<file path="src/rtl/ctrl_pkg.sv">
// Shared definitions for the decode-stage control pipeline: opcodes,
// bundle widths, packed control bundles and their NOP values.
package ctrl_pkg;

  localparam logic [5:0] OP_RTYPE = 6'b000000;
  localparam logic [5:0] OP_LW    = 6'b100011;
  localparam logic [5:0] OP_SW    = 6'b101011;
  localparam logic [5:0] OP_BEQ   = 6'b000100;
  localparam logic [5:0] OP_ADDI  = 6'b001000;
  localparam logic [5:0] OP_J     = 6'b000010;

  localparam int WB_W = 2;
  localparam int M_W  = 3;
  localparam int EX_W = 4;

  typedef struct packed {
    logic reg_write;
    logic mem_to_reg;
  } wb_t;

  typedef struct packed {
    logic branch;
    logic mem_read;
    logic mem_write;
  } m_t;

  typedef struct packed {
    logic       reg_dst;
    logic [1:0] alu_op;
    logic       alu_src;
  } ex_t;

  localparam wb_t WB_NOP = '0;
  localparam m_t  M_NOP  = '0;
  localparam ex_t EX_NOP = '0;

endpackage

</file>
<file path="src/rtl/ctrl_decode.sv">
// Combinational opcode decoder producing the WB/M/EX control bundles,
// an illegal-opcode flag and the jump indication.
module ctrl_decode
  import ctrl_pkg::*;
#(
  parameter bit EXT_ISA = 1'b1
) (
  input  logic [5:0] opcode,
  output wb_t        wb,
  output m_t         m,
  output ex_t        ex,
  output logic       illegal,
  output logic       jump
);

  // Opcode table; anything unsupported yields NOP bundles and illegal=1.
  always_comb begin
    wb      = WB_NOP;
    m       = M_NOP;
    ex      = EX_NOP;
    illegal = 1'b0;
    jump    = 1'b0;
    case (opcode)
      OP_RTYPE: begin
        wb = wb_t'(2'b10);
        ex = ex_t'(4'b1100);
      end
      OP_LW: begin
        wb = wb_t'(2'b11);
        m  = m_t'(3'b010);
        ex = ex_t'(4'b0001);
      end
      OP_SW: begin
        m  = m_t'(3'b001);
        ex = ex_t'(4'b0001);
      end
      OP_BEQ: begin
        m  = m_t'(3'b100);
        ex = ex_t'(4'b0010);
      end
      OP_ADDI: begin
        if (EXT_ISA) begin
          wb = wb_t'(2'b10);
          ex = ex_t'(4'b0001);
        end else begin
          illegal = 1'b1;
        end
      end
      OP_J: begin
        if (EXT_ISA) begin
          jump = 1'b1;
        end else begin
          illegal = 1'b1;
        end
      end
      default: illegal = 1'b1;
    endcase
  end

endmodule

</file>
<file path="src/rtl/ctrl_pipe.sv">
// Decode-stage control unit: decodes the opcode and carries the control
// bundles through the ID/EX, EX/MEM and MEM/WB stage registers, with
// stall/flush bubbles, sticky illegal detection and a bubble counter.
module ctrl_pipe
  import ctrl_pkg::*;
#(
  parameter int EXT_ISA     = 1,
  parameter int FLUSH_DEPTH = 1,
  parameter int CNT_W       = 16
) (
  input  logic             clk,
  input  logic             rst_n,
  input  logic             id_valid,
  input  logic [5:0]       opcode,
  input  logic             stall,
  input  logic             flush,
  input  logic             err_clr,
  output logic             id_jump,
  output logic [EX_W-1:0]  ex_ctrl,
  output logic             ex_valid,
  output logic [M_W-1:0]   mem_ctrl,
  output logic             mem_valid,
  output logic [WB_W-1:0]  wb_ctrl,
  output logic             wb_valid,
  output logic             err_illegal,
  output logic [CNT_W-1:0] bubble_cnt
);

  wb_t  dec_wb;
  m_t   dec_m;
  ex_t  dec_ex;
  logic dec_illegal;
  logic dec_jump;

  wb_t  idex_wb;
  m_t   idex_m;
  ex_t  idex_ex;
  logic idex_valid;

  wb_t  exmem_wb;
  m_t   exmem_m;
  logic exmem_valid;

  wb_t  memwb_wb;
  logic memwb_valid;

  logic bubble;
  logic kill_exmem;
  logic err_set;

  ctrl_decode #(
    .EXT_ISA (EXT_ISA != 0)
  ) u_decode (
    .opcode  (opcode),
    .wb      (dec_wb),
    .m       (dec_m),
    .ex      (dec_ex),
    .illegal (dec_illegal),
    .jump    (dec_jump)
  );

  assign bubble     = flush | stall;
  assign kill_exmem = flush && (FLUSH_DEPTH >= 2);
  assign err_set    = id_valid & ~flush & ~stall & dec_illegal;
  assign id_jump    = id_valid & dec_jump;

  // ID/EX: flush, stall or an empty slot all load a NOP bubble.
  always_ff @(posedge clk or negedge rst_n) begin
    if (!rst_n) begin
      idex_wb    <= WB_NOP;
      idex_m     <= M_NOP;
      idex_ex    <= EX_NOP;
      idex_valid <= 1'b0;
    end else if (bubble || !id_valid) begin
      idex_wb    <= WB_NOP;
      idex_m     <= M_NOP;
      idex_ex    <= EX_NOP;
      idex_valid <= 1'b0;
    end else begin
      // Illegal opcodes already decode to NOP bundles; only valid drops.
      idex_wb    <= dec_wb;
      idex_m     <= dec_m;
      idex_ex    <= dec_ex;
      idex_valid <= ~dec_illegal;
    end
  end

  // EX/MEM: follows ID/EX, killed by flush only in the deep-flush build.
  always_ff @(posedge clk or negedge rst_n) begin
    if (!rst_n) begin
      exmem_wb    <= WB_NOP;
      exmem_m     <= M_NOP;
      exmem_valid <= 1'b0;
    end else if (kill_exmem) begin
      exmem_wb    <= WB_NOP;
      exmem_m     <= M_NOP;
      exmem_valid <= 1'b0;
    end else begin
      exmem_wb    <= idex_wb;
      exmem_m     <= idex_m;
      exmem_valid <= idex_valid;
    end
  end

  // MEM/WB: plain follower of EX/MEM, never flushed.
  always_ff @(posedge clk or negedge rst_n) begin
    if (!rst_n) begin
      memwb_wb    <= WB_NOP;
      memwb_valid <= 1'b0;
    end else begin
      memwb_wb    <= exmem_wb;
      memwb_valid <= exmem_valid;
    end
  end

  // Saturating count of edges that inserted a bubble.
  always_ff @(posedge clk or negedge rst_n) begin
    if (!rst_n) begin
      bubble_cnt <= '0;
    end else if (bubble && (bubble_cnt != '1)) begin
      bubble_cnt <= bubble_cnt + CNT_W'(1);
    end
  end

  // Sticky illegal flag; a new set beats a simultaneous clear.
  always_ff @(posedge clk or negedge rst_n) begin
    if (!rst_n) begin
      err_illegal <= 1'b0;
    end else if (err_set) begin
      err_illegal <= 1'b1;
    end else if (err_clr) begin
      err_illegal <= 1'b0;
    end
  end

  assign ex_ctrl   = idex_ex;
  assign ex_valid  = idex_valid;
  assign mem_ctrl  = exmem_m;
  assign mem_valid = exmem_valid;
  assign wb_ctrl   = memwb_wb;
  assign wb_valid  = memwb_valid;

endmodule

</file>
<file path="config.mk">
export PLATFORM = sky130hd
export DESIGN_NAME = ctrl_pipe
export DESIGN_NICKNAME = d
export VERILOG_FILES = /design/src/rtl/ctrl_pkg.sv /design/src/rtl/ctrl_decode.sv /design/src/rtl/ctrl_pipe.sv
export SDC_FILE = /design/constraint.sdc
export NUM_CORES = 1
export LEC_CHECK = 0
export CAP_MARGIN = 10
export CORE_ASPECT_RATIO = 1.4
export CORE_MARGIN = 5
export CORE_UTILIZATION = 49
export DETAILED_ROUTE_END_ITERATION = 10
export GPL_ROUTABILITY_DRIVEN = 0
export PLACE_DENSITY_LB_ADDON = 0.2
export SLEW_MARGIN = 25
export SYNTH_ARGS = -nofsm -noshare
export SYNTH_HDL_FRONTEND = slang
export SYNTH_SLANG_ARGS = --single-unit
</file>
<file path="constraint.sdc">
create_clock -name clk -period 2.55 [get_ports clk]
set_input_delay 0.51 -clock clk [delete_from_list [all_inputs] [get_ports clk]]
set_output_delay 0.51 -clock clk [all_outputs]
set_load 0.05 [all_outputs]
</file>
==> flow_metrics.tcl, run 1 <==
set metrics [dict create \
    std_cell_rows 23 \
    synth_nets 130 \
    synth_seq_cells 33 \
    start_util 0.501 \
    cp.arrival_ns 1.94 \
    nets 177 \
    reg2reg_depth 4 \
    final_common_cell "clkdlybuf4s50_1" \
    synth_cells 117 \
    hold_viol 0 \
    drive_gt1_frac 0.133 \
    numPortBuffers 41 \
    slew_violations 0 \
    dpl_cell_area_um2 1880 \
    hold_path_depth 0 \
    cts.htree.levels 2 \
    die_w_um 55.4 \
    hold_class "flop to flop" \
    required_ns 2.04 \
    fin_cells 202 \
    whs_endpoint "exmem_wb[1]$_DFF_PN0_" \
    dr_total_vias 1081 \
    end_kind "output port" \
    rsz0062_at_grt "no" \
    drt-initial-drc-count 20 \
    ys.flop_type "dfrtp_1" \
    path_class "input pin to output port" \
    yosys_warnings 0 \
    post-place-cells 194 \
    clock_latency_ns 0.29 \
    async_reset_ff_frac 1.00 \
    antenna_left 0 \
    final_util 0.713 \
    grt-ovfl-total 0 \
    critPathLaunchType "input pin" \
    fp.dieH_um 73.6 \
    grt_pass1_vias 1231 \
    antenna_found_initial 0 \
    layout_common_cells "40 x clkdlybuf4s50_1, 33 x dfrtp_1, 9 x nor2_1, 9 x nand2_1, 8 x xor2_1" \
    min_period_ns 2.45 \
    final_area_um2 2010 \
    numCtsBuffers 5 \
    ios 42 \
    critPathMaxFanout 3 \
    root_buffer "clkbuf_8" \
    r2r_slack_ns 0.82 \
    synth_top_area_cell "dfrtp_1" \
    p_leak_nw 0.906 \
    drc_errors 0 \
    grt_max_degree 34 \
    relSlewSlack 0.656 \
    cts_tree "done" \
    finalWirelength_um 3160 \
    antenna_cells 0 \
    track_usage 0.183 \
    area_growth_pct 42.3 \
    yosysUniqueCellTypes 36 \
    cap_violations 0 \
    synthTopCellsByArea "dfrtp_1 58%, xor2_1 5.0%, nor2_1 2.7%" \
    r2r-start "bubble_cnt[0]$_DFFE_PN0P_" \
    dieArea_um2 4070 \
    timing.rr.end "bubble_cnt[1]$_DFFE_PN0P_" \
    crit_slowest_cell "clkdlybuf4s50_1" \
    ctsHoldBuffers 0 \
    cts_sinks 33 \
    powerDensity_nw_per_um2 882 \
    clock.fmax_mhz 409 \
    ir_drop_mv 0.654 \
    setup_violations 0 \
    outcome "complete, no violations" \
    cts.clk_slew.worst_paths_ns 0.07 \
    cp_cell_sequence "clkdlybuf4s50_1 -> or2_2 -> nor2_4 -> nand2_1 -> nor4b_4 -> buf_12" \
    synth-edff-count 0 \
    yosysTopAreaCellShare 0.584 \
    wl_per_cell_um 15.6 \
    cp_slowest_stage_delay_ns 0.41 \
    timing.final.crit_share 0.960 \
    min_from "idex_wb[1]$_DFF_PN0_" \
    synth.avg_cell_area_um2 12.1 \
    clock_path_buffers 2 \
    hpwl_um 2410 \
    grt_pass1_wl_um 5680 \
    netlist_area_um2 1410 \
    ys_seq_area_frac 0.584 \
    coreArea_um2 2820 \
    nFillCells 234 \
    tightest_slew_ns 0.514 \
    fin_worst_skew_ns 0.00803 \
    avgViaCountPerCell 5.35 \
    drt_first_pass_iters 2 \
]
==> cell type report <==
cell class                 instances  area, um^2  share of cell area
sequential                        33         826               0.410
clock inverter                     1        30.0              0.0149
clock buffer                       7        86.3              0.0429
timing repair buffer              43         435               0.216
multi-input combinational         78         577               0.287
inverter                           3        11.3             0.00560
tap                               37        46.3              0.0230
==> stage by stage <==
stage | hold WS (ns) | setup TNS (ns) | total power, mW | setup slack [ns]
final | 0.348 | 0 | 1.77 | 0.102
after global routing | 0.358 | 0 | 1.86 | 0.0266
after CTS | 0.348 | 0 | 1.80 | 0.00599
after detailed placement | 0.337 | -0.0393 | 1.28 | -0.0393
after global placement | 0.333 | 0 | 1.26 | 0.0410
after floorplan | 0.214 | 0 | 1.07 | 0.0466
==> sequential cells by signal, summed over array words and instances, names as in the netlist <==
name	cells
idex_m	3
exmem_wb	1
bubble_cnt	16
mem_valid	1
wb_ctrl	2
idex_wb	1
wb_valid	1
err_illegal	1
mem_ctrl	3
ex_ctrl	3
ex_valid	1
==> per-layer routing <==
| metal | vias to the layer above | wire (um) | GRT usage |
|---|---|---|---|
| met4 | 0 | 67 | 0.0973 |
| met5 | - | 0 | 0 |
| met1 | 528 | 1170 | 0.181 |
| li1 | 517 | - | - |
| met3 | 5 | 224 | 0.0773 |
| met2 | 31 | 1700 | 0.324 |
==> cell usage after synthesis, types with 2 or more instances <==
| library cell | n |
|---|---|
| inv_1 | 3 |
| nand3_1 | 3 |
| xor2_1 | 8 |
| a21oi_1 | 4 |
| mux2_2 | 2 |
| and4_1 | 2 |
| o22a_1 | 2 |
| and2_1 | 2 |
| xnor2_1 | 2 |
| nand2_1 | 9 |
| nand4_1 | 4 |
| and4b_1 | 2 |
| nor3_1 | 6 |
| nor4b_2 | 2 |
| buf_4 | 3 |
| or3_1 | 2 |
| dfrtp_1 | 33 |
| nor2_1 | 10 |
==> worst max-delay path, delay by kind of cell <==
kind | cells | cell delay (ns)
buffers and inverters | 2 | 0.59
and+or+nand+nor | 4 | 0.84
==> cells by family after synthesis <==
logic type | count (synthesis) | synth area share
adders and majority gates | 2 | 0.0159
buffers and inverters | 6 | 0.0239
and+or+nand+nor | 51 | 0.226
DFF | 33 | 0.584
AOI/OAI and AO/OA | 12 | 0.0655
xor gates and xnor gates | 10 | 0.0620
muxes | 3 | 0.0230
==> power by group <==
part           switching [mW]  total (mW)  internal, mW
combinational           0.379       0.588         0.210
sequential             0.0887       0.679         0.590
clock                   0.188       0.507         0.318
==> how the worst max path moves through the flow <==
stage              start      end  slack [ns]
2_1_floorplan  opcode[0]  id_jump        0.05
3_3_place_gp   opcode[0]  id_jump        0.04
3_5_place_dp   opcode[0]  id_jump       -0.04
4_1_cts        opcode[0]  id_jump       0.006
5_1_grt        opcode[0]  id_jump        0.03
6_report       opcode[0]  id_jump        0.10
==> what timing repair did <==
| item | CTS | global route |
|---|---|---|
| resized for setup | 1 | 2 |
| setup buffers | 0 | 0 |
| endpoints found under the setup margin | 1 | 1 |
| pin swaps | 0 | 1 |
Power figures use the tool's default switching activity.
==> run 2, diff against run 1 <==
- CORE_MARGIN: 5 -> 4
- GPL_ROUTABILITY_DRIVEN: 0 -> unset
- SLEW_MARGIN: 25 -> 20
==> flow_metrics.tcl, run 2 (synthesis results as in run 1) <==
set metrics [dict create \
    setup_tns_ns 0 \
    start_util 0.524 \
    path_buf_inv 2 \
    cts.clk_slew.worst_paths_ns 0.10 \
    path_class "input pin to output port" \
    ir_drop_mv 0.546 \
    hpwl_um 2280 \
    antenna_found_initial 0 \
    post_cts_buffers 0 \
    min_period_ns 2.46 \
    cts_sinks 33 \
    clock_latency_ns 0.33 \
    nFillCells 217 \
    drc_errors 0 \
    drt_first_pass_iters 4 \
    tightest_slew_ns 0.505 \
    area_growth_pct 37.6 \
    crit_family "simple AND/OR/NAND/NOR gates" \
    nets 178 \
    postLayoutSetupSlackWorst_ns 0.0863 \
    track_usage 0.184 \
    pre_cts_slack_ns 0.0472 \
    drive_gt1_frac 0.133 \
    drt-initial-drc-count 9 \
    critPathMaxFanout 2 \
    hold_viol 0 \
    numPortBuffers 41 \
    grt-ovfl-total 0 \
    regMostFlops "bubble_cnt" \
    cp.arrival_ns 1.95 \
    hold_class "flop to flop" \
    finalWirelength_um 2950 \
    final_util 0.721 \
    wl_per_cell_um 14.6 \
    die_w_um 53.4 \
    largest_reg_flops 16 \
    clock_path_buffers 2 \
    setup_violations 0 \
    numCtsBuffers 5 \
    timing.final.crit_share 0.966 \
    final_common_cell "clkdlybuf4s50_1" \
    avgViaCountPerCell 5.39 \
    coreArea_um2 2700 \
    ios 42 \
    end_kind "output port" \
    cts_tree "done" \
    required_ns 2.04 \
    rsz0062_at_grt "no" \
    cap_violations 0 \
    grt_pass1_vias 1114 \
    antenna_left 0 \
    dr_total_vias 1088 \
    cts.htree.levels 2 \
    std_cell_rows 22 \
    grt_max_degree 34 \
    powerDensity_nw_per_um2 793 \
    fp.dieH_um 71.6 \
    grt_pass1_wl_um 5110 \
    fin_worst_skew_ns 0.00768 \
    critPathLaunchType "input pin" \
    cp_slowest_stage_delay_ns 0.41 \
    relSlewSlack 0.663 \
    clock.fmax_mhz 406 \
    p_leak_nw 0.885 \
    root_buffer "clkbuf_4" \
    crit_slowest_cell "clkdlybuf4s50_1" \
    cp_cell_sequence "clkdlybuf4s50_1 -> or2_2 -> nor2_1 -> nand2_1 -> nor4b_4 -> buf_12" \
    gp_congestion 0.737 \
    layout_common_cells "40 x clkdlybuf4s50_1, 33 x dfrtp_1, 10 x nor2_1" \
    antenna_cells 0 \
    dieArea_um2 3820 \
    slew_violations 0 \
    outcome "complete, no violations" \
]
## run 2: changes by cell type in the layout (fill, tap and decap cells not counted), sizes merged
cell    change
buf         +1
clkbuf      -1
bufinv      -1
clkinv      +2
## run 2: stage by stage
stage / hold WS (ns) / power (mW) / cell area [um^2] / instances
finish: 0.348 / 1.54 / 1950 / 202
global route: 0.362 / 1.62 / 1950 / 202
CTS: 0.353 / 1.56 / 1940 / 202
detailed placement: 0.336 / 1.28 / 1890 / 194
global placement: 0.332 / 1.26 / 1890 / 194
floorplan: 0.214 / 1.07 / 1420 / 117
## run 2: power by group
| part | internal [mW] | total (mW) | switching (mW) |
|---|---|---|---|
| Sequential | 0.589 | 0.682 | 0.0924 |
| Combinational | 0.210 | 0.586 | 0.376 |
| Clock | 0.105 | 0.275 | 0.171 |
## run 2: timing repair
action / CTS / global route
hold buffers: 0 / 0
setup endpoints to repair: 0 / 1
gates resized for setup: 0 / 1
## run 2: layer usage
metal	part of all wire	global-route usage	up-vias
met5	0	0	-
met4	0.024	0.0938	0
met3	0.067	0.0603	8
met2	0.54	0.304	36
met1	0.37	0.205	525
li1	-	-	519
## run 2: final timing paths
| kind | cells after the start | from | end | slack (ns) |
|---|---|---|---|---|
| worst max-delay path | 6 | opcode[0] | id_jump | 0.09 |
| worst max register to register | 5 | bubble_cnt[0]$_DFFE_PN0P_ | bubble_cnt[6]$_DFFE_PN0P_ | 0.82 |
| worst min register to register | 0 | exmem_wb[1]$_DFF_PN0_ | wb_ctrl[1]$_DFF_PN0_ | 0.35 |
| max in group asynchronous | 2 | rst_n | mem_ctrl[2]$_DFF_PN0_ | 1.70 |
| min in group asynchronous | 2 | rst_n | wb_valid$_DFF_PN0_ | 0.56 |
| worst min-delay path | 0 | exmem_wb[1]$_DFF_PN0_ | wb_ctrl[1]$_DFF_PN0_ | 0.35 |
## run 2: layout make-up
cell class / instances / area [um^2] / area share
multi-input cells: 78 / 569 / 0.293
inverters: 3 / 11.3 / 0.00579
flip-flops and latches: 33 / 826 / 0.424
clock buffers: 6 / 41.3 / 0.0212
well taps: 36 / 45.0 / 0.0232
repair buffers: 44 / 443 / 0.228
clock inverters: 2 / 10.0 / 0.00514
==> run 3, diff against run 2 <==
- SKIP_CTS_REPAIR_TIMING: unset -> 1
==> results of run 3 <==
Final layout, timing and power as in run 2 (identical DEF).
